==> src/rtl/pc_fetch_sequencer_if.sv <==
`default_nettype none
// ---------------------------------------------------------------------------
// pc_fetch_sequencer_if : instruction-memory req/ack handshake bundle
// Revision: 1.0
// ---------------------------------------------------------------------------
interface pc_fetch_sequencer_if;
  logic        imem_req;
  logic [31:0] imem_addr;
  logic        imem_ack;
  logic [31:0] imem_rdata;

  modport master (
    output imem_req,
    output imem_addr,
    input  imem_ack,
    input  imem_rdata
  );

  modport slave (
    input  imem_req,
    input  imem_addr,
    output imem_ack,
    output imem_rdata
  );
endinterface
`default_nettype wire

==> src/rtl/pc_fetch_sequencer.sv <==
`default_nettype none
// ---------------------------------------------------------------------------
// pc_fetch_sequencer : fetch + next-PC stage wrapped around program_counter
// Revision: 1.0
// ---------------------------------------------------------------------------
module pc_fetch_sequencer #(
  parameter logic [31:0] RESET_VECTOR = 32'h0000_0000
) (
  input  logic        clk,
  input  logic        rst,
  input  logic [31:0] PC_out,
  output logic [31:0] PC_in,
  pc_fetch_sequencer_if.master imem,
  output logic [31:0] instr,
  output logic        instr_valid,
  input  logic        branch_taken,
  input  logic [15:0] branch_offset,
  input  logic        jump,
  input  logic [25:0] jump_target,
  input  logic        jr,
  input  logic [31:0] jr_addr,
  input  logic        halt_req,
  output logic        halted,
  output logic        addr_err,
  output logic [31:0] retired_count
);

  typedef enum logic [1:0] {
    ST_REQ   = 2'd0,
    ST_VALID = 2'd1,
    ST_HALT  = 2'd2
  } state_t;

  state_t      state_q, state_d;
  logic [31:0] instr_q, instr_d;
  logic [31:0] retired_q, retired_d;
  logic        addr_err_q, addr_err_d;
  logic        req_q, req_d;
  logic        valid_q, valid_d;
  logic        halted_q, halted_d;

  logic [31:0] seq_pc;
  logic [31:0] branch_pc;
  logic [31:0] jump_pc;
  logic [31:0] target_pc;
  logic        bad_jr;
  logic        retire;

  // Target selection; halt_req outranks a misaligned jr, so it never flags addr_err.
  always_comb begin
    seq_pc    = PC_out + 32'd4;
    branch_pc = seq_pc + {{14{branch_offset[15]}}, branch_offset, 2'b00};
    jump_pc   = {seq_pc[31:28], jump_target, 2'b00};
    bad_jr    = !halt_req && jr && (jr_addr[1:0] != 2'b00);
    if (halt_req)          target_pc = PC_out;
    else if (jr)           target_pc = bad_jr ? PC_out : jr_addr;
    else if (jump)         target_pc = jump_pc;
    else if (branch_taken) target_pc = branch_pc;
    else                   target_pc = seq_pc;
  end

  always_comb begin
    state_d    = state_q;
    instr_d    = instr_q;
    retired_d  = retired_q;
    addr_err_d = addr_err_q;
    retire     = 1'b0;
    case (state_q)
      ST_REQ: begin
        if (imem.imem_ack) begin
          instr_d = imem.imem_rdata;
          state_d = ST_VALID;
        end
      end
      ST_VALID: begin
        if (halt_req || bad_jr) begin
          state_d    = ST_HALT;
          addr_err_d = addr_err_q | bad_jr;
        end else begin
          retire  = 1'b1;
          state_d = ST_REQ;
        end
      end
      ST_HALT: state_d = ST_HALT;
      default: state_d = ST_REQ;
    endcase
    if (retire) retired_d = retired_q + 32'd1;
    req_d    = (state_d == ST_REQ);
    valid_d  = (state_d == ST_VALID);
    halted_d = (state_d == ST_HALT);
  end

  always_ff @(posedge clk) begin
    if (rst) begin
      state_q    <= ST_REQ;
      instr_q    <= 32'd0;
      retired_q  <= 32'd0;
      addr_err_q <= 1'b0;
      req_q      <= 1'b1;
      valid_q    <= 1'b0;
      halted_q   <= 1'b0;
    end else begin
      state_q    <= state_d;
      instr_q    <= instr_d;
      retired_q  <= retired_d;
      addr_err_q <= addr_err_d;
      req_q      <= req_d;
      valid_q    <= valid_d;
      halted_q   <= halted_d;
    end
  end

  // program_counter loads PC_in every edge, so every non-VALID state feeds PC_out back.
  always_comb begin
    if (rst)                    PC_in = RESET_VECTOR;
    else if (state_q == ST_VALID) PC_in = target_pc;
    else                        PC_in = PC_out;
  end

  assign imem.imem_req  = req_q;
  assign imem.imem_addr = PC_out;
  assign instr          = instr_q;
  assign instr_valid    = valid_q;
  assign halted         = halted_q;
  assign addr_err       = addr_err_q;
  assign retired_count  = retired_q;

endmodule
`default_nettype wire

==> src/flat_wrapper.sv <==
// flat-port wrapper written by rule: the top's interface ports become plain ports
module pc_fetch_sequencer_flat 
#(
  parameter logic [31:0] RESET_VECTOR = 32'h0000_0000
)
  (clk, rst, PC_out, PC_in, instr, instr_valid, branch_taken, branch_offset, jump, jump_target, jr, jr_addr, halt_req, halted, addr_err, retired_count, imem_imem_req, imem_imem_addr, imem_imem_ack, imem_imem_rdata);
  pc_fetch_sequencer_if imem_i ();
  input  logic clk;
  input  logic rst;
  input  logic [31:0] PC_out;
  output logic [31:0] PC_in;
  output logic [31:0] instr;
  output logic instr_valid;
  input  logic branch_taken;
  input  logic [15:0] branch_offset;
  input  logic jump;
  input  logic [25:0] jump_target;
  input  logic jr;
  input  logic [31:0] jr_addr;
  input  logic halt_req;
  output logic halted;
  output logic addr_err;
  output logic [31:0] retired_count;
  output wire logic [$bits(imem_i.imem_req)-1:0] imem_imem_req;
  output wire logic [$bits(imem_i.imem_addr)-1:0] imem_imem_addr;
  input wire logic [$bits(imem_i.imem_ack)-1:0] imem_imem_ack;
  input wire logic [$bits(imem_i.imem_rdata)-1:0] imem_imem_rdata;
  assign imem_imem_req = imem_i.imem_req;
  assign imem_imem_addr = imem_i.imem_addr;
  assign imem_i.imem_ack = imem_imem_ack;
  assign imem_i.imem_rdata = imem_imem_rdata;
  pc_fetch_sequencer #(.RESET_VECTOR(RESET_VECTOR)) u_core (.clk(clk), .rst(rst), .PC_out(PC_out), .PC_in(PC_in), .imem(imem_i), .instr(instr), .instr_valid(instr_valid), .branch_taken(branch_taken), .branch_offset(branch_offset), .jump(jump), .jump_target(jump_target), .jr(jr), .jr_addr(jr_addr), .halt_req(halt_req), .halted(halted), .addr_err(addr_err), .retired_count(retired_count));
endmodule
==> config.mk <==
export PLATFORM = sky130hd
export DESIGN_NAME = pc_fetch_sequencer_flat
export DESIGN_NICKNAME = d
export VERILOG_FILES = /design/src/rtl/pc_fetch_sequencer_if.sv /design/src/rtl/pc_fetch_sequencer.sv /design/src/flat_wrapper.sv
export SDC_FILE = /design/constraint.sdc
export NUM_CORES = 1
export LEC_CHECK = 0
export BUFFER_PORTS_ARGS = -buffer_cell sky130_fd_sc_hd__buf_2
export CORE_ASPECT_RATIO = 1.75
export CORE_MARGIN = 1
export CORE_UTILIZATION = 49
export CTS_BUF_LIST = sky130_fd_sc_hd__clkbuf_16
export CTS_CLUSTER_DIAMETER = 30
export DETAILED_ROUTE_END_ITERATION = 7
export PLACE_DENSITY = 0.86
export SLEW_MARGIN = 10
export SYNTH_ARGS = -nofsm -noshare
export SYNTH_HDL_FRONTEND = slang
export SYNTH_SLANG_ARGS = --single-unit
export TNS_END_PERCENT = 100
==> constraint.sdc <==
create_clock -name clk -period 4.6 [get_ports clk]
set_clock_uncertainty 0.05 [all_clocks]
set_input_delay 0.46 -clock clk [delete_from_list [all_inputs] [get_ports clk]]
set_output_delay 0.46 -clock clk [all_outputs]
set_load 0.005 [all_outputs]
==> results.cfg <==
[die]
die-area_mm2 = 0.0135
die_x_um = 88.4
start_util_pct = 50.9
fp.coreArea_mm2 = 0.0126
fp.dieH_um = 153
pin_count = 277
num_rows = 54

[critical_path]
cp.required_ns = 4.09
worstPathArrival_ns = 3.92
crit_fanout = 5
crit_type = in -> out
cp-end-kind = output pin
crit_path_start_kind = input port

[clock_tree]
cts_tree = done
root_buffer = clkbuf_16
clkLatencyLatePin_ns = 0.33
cts.sinks = 70
path_clk_slew_ns = 0.05
cts_buffers = 9
postCtsSetupRepairBufs = 0
clockBufferDepth = 2
cts_htree_levels = 3

[placement]
placed_cells = 1272
pre_cts_slack_ns = 0.115
io_buffers = 276
place_hpwl_um = 18000
gp_congestion = 1.00

[yosys]
synthFlopType = dfxtp_1
synth_top_area_share_pct = 21.9
syn_avg_cell_area_um2 = 7.28
synth_area_mm2 = 0.00640
ys_types = 68
async_flop_share_pct = 0
post-synth-top-area-cell = dfxtp_1
synth_warnings = 0
syn-num-nets = 1059
syn_inst = 878
synth_area_leaders = dfxtp_1 22%, nand2_1 7.4%, ha_1 6.8%, a21oi_1 6.0%, xnor2_1 5.5%
synth-edff-count = 0
synth_seq_cells = 70
ys_seq_area_share_pct = 21.9

[detailed_routing]
wl_um = 23100
drt-wirelength-per-cell_um = 18.0
drtPass1Iterations = 6
drt_iter0_markers = 358
post_drt_via_cell_ratio = 5.80
route.vias.total = 7459
drtAntennaViolNets = 0
drc = 0

[pwr]
vdd_ir_drop_max_uv = 169
leakagePower_nw = 3.81
pwr_density_cell_mw_per_mm2 = 231

[global_routing]
grt_start_max_net_pins = 74
grt_use_total_pct = 33.5
antenna_found_initial = 1
grt_pass1_wl_um = 34700
grt-ovfl-total = 0
grt_pass1_vias = 7030

[timing]
period_needed_ns = 4.43
setup_slack_ns = 0.169
max_slew.worst_pin.slew_ns = 1.09
hold-worst-slack_ns = 0.319
slew_headroom_pct = 27.1
hold_viol = 0
setup_viol = 0
finalSetupTns_ns = 0
report.final.slew_viol_count = 0
period_share_pct = 96.3
max_freq_mhz = 226

[cells_and_area]
layout_commonest_cell = buf_2
antennaDiodeCount = 0
mostFrequentLayoutCells = 276 x buf_2, 126 x nand2_1, 87 x nor2_1, 76 x a21oi_1, 70 x dfxtp_1
syn_to_final_growth_pct = 26.6
finalNetCount = 1296
layoutNonFillerInstCount = 1287
drive_gt1_share_pct = 31.7
nFillCells = 1146

[outcome]
status = finished, final reports clean

[job]
cap_viol_max_count = 0

[min_path]
hp-class = in -> reg
-- flip-flops by register name, indices dropped and copies added (netlist names) --
signal,cells
u_core.halted,1
u_core.instr,32
u_core.imem.imem_req,1
u_core.retired_count,32
u_core.addr_err,1
u_core.instr_valid,1
u_core.state_q,2
-- cells in the mapped netlist, drive strengths merged (7+ instances only) --
cell type and instances:
xor2 35, buf 40, a21oi 77, and3 19
nand2b 9, and2 11, o21a 7, mux2i 8
nor2b 10, nand4 13, o21ai 45, a211oi 9
dfxtp 70, inv 15, and4 9, ha 35
nand3 32, o221ai 11, xnor2 40, a21o 18
nand2 126, clkbuf 39, a31oi 14, or3 9
nor2 89, nor3 14
-- path summary, 6_finish.rpt --
kind,startpoint,end,slack [ns],depth (start not counted)
worst max-delay path,PC_out[3],PC_in[31],0.17,18
worst min-delay path,imem_imem_rdata[5],u_core.instr[5]$_SDFFE_PP0P_,0.32,3
worst max register to register,u_core.state_q[0]$_SDFF_PP0_,u_core.retired_count[24]$_SDFFE_PP0P_,1.62,8
worst min register to register,u_core.instr[31]$_SDFFE_PP0P_,u_core.instr[31]$_SDFFE_PP0P_,0.40,2
-- report_power, final --
| part | switching [mW] | internal [mW] | total, mW |
|---|---|---|---|
| Sequential | 0.0109 | 0.629 | 0.640 |
| Combinational | 0.356 | 0.268 | 0.624 |
| Clock | 0.246 | 0.360 | 0.606 |
-- cell families after synthesis --
kind of cell	after synthesis	synth area share, %
simple gates	361	27.9
compound gates	233	23.9
buf+inv	95	7.55
xor+xnor	75	10.3
flops	70	21.9
fa+ha+maj	36	7.16
mux	8	1.25
-- stage by stage --
stage / area [um^2] / util (%) / total power, mW
floorplan: 6400 / - / 1.03
global placement: 7780 / 61.9 / 1.25
detailed placement: 7780 / 61.9 / 1.26
CTS: 8050 / 64.0 / 1.86
global route: 8100 / 64.4 / 1.97
finish: 8100 / 64.4 / 1.87
-- area by class of cell --
type | count | area, um^2 | share of cell area [%]
Multi-Input combinational cell | 713 | 4560 | 56.4
Timing Repair Buffer | 305 | 1600 | 19.7
Sequential cell | 70 | 1400 | 17.3
Clock buffer | 9 | 225 | 2.78
Tap cell | 168 | 210 | 2.60
Inverter | 16 | 60.1 | 0.742
Clock inverter | 6 | 38.8 | 0.479
-- critical path, cell delays in order --
cell,delay (ns)
buf_2,0.12
ha_2,0.21
nand4_1,0.15
nor3_2,0.15
buf_4,0.18
and2_1,0.18
nand2_1,0.10
xnor2_2,0.15
ha_1,0.29
a21o_1,0.18
a21o_1,0.22
a2111oi_4,0.39
nor2_1,0.11
a221o_1,0.33
nor3b_2,0.25
mux2i_1,0.21
nor3_1,0.06
buf_2,0.17
-- timing repair --
action / CTS / global route
resized for setup: 0 / 10
hold buffers: 0 / 0
setup endpoints to repair: 0 / 4
-- metal layers --
metal	track usage [%]	vias up	share of wire [%]
met5	0	-	0
met4	24.5	0	7.3
met3	5.56	101	7.4
met2	61.1	415	51
met1	32.2	3356	34
li1	-	3587	-
No activity file was read; power rests on OpenSTA's default activity.
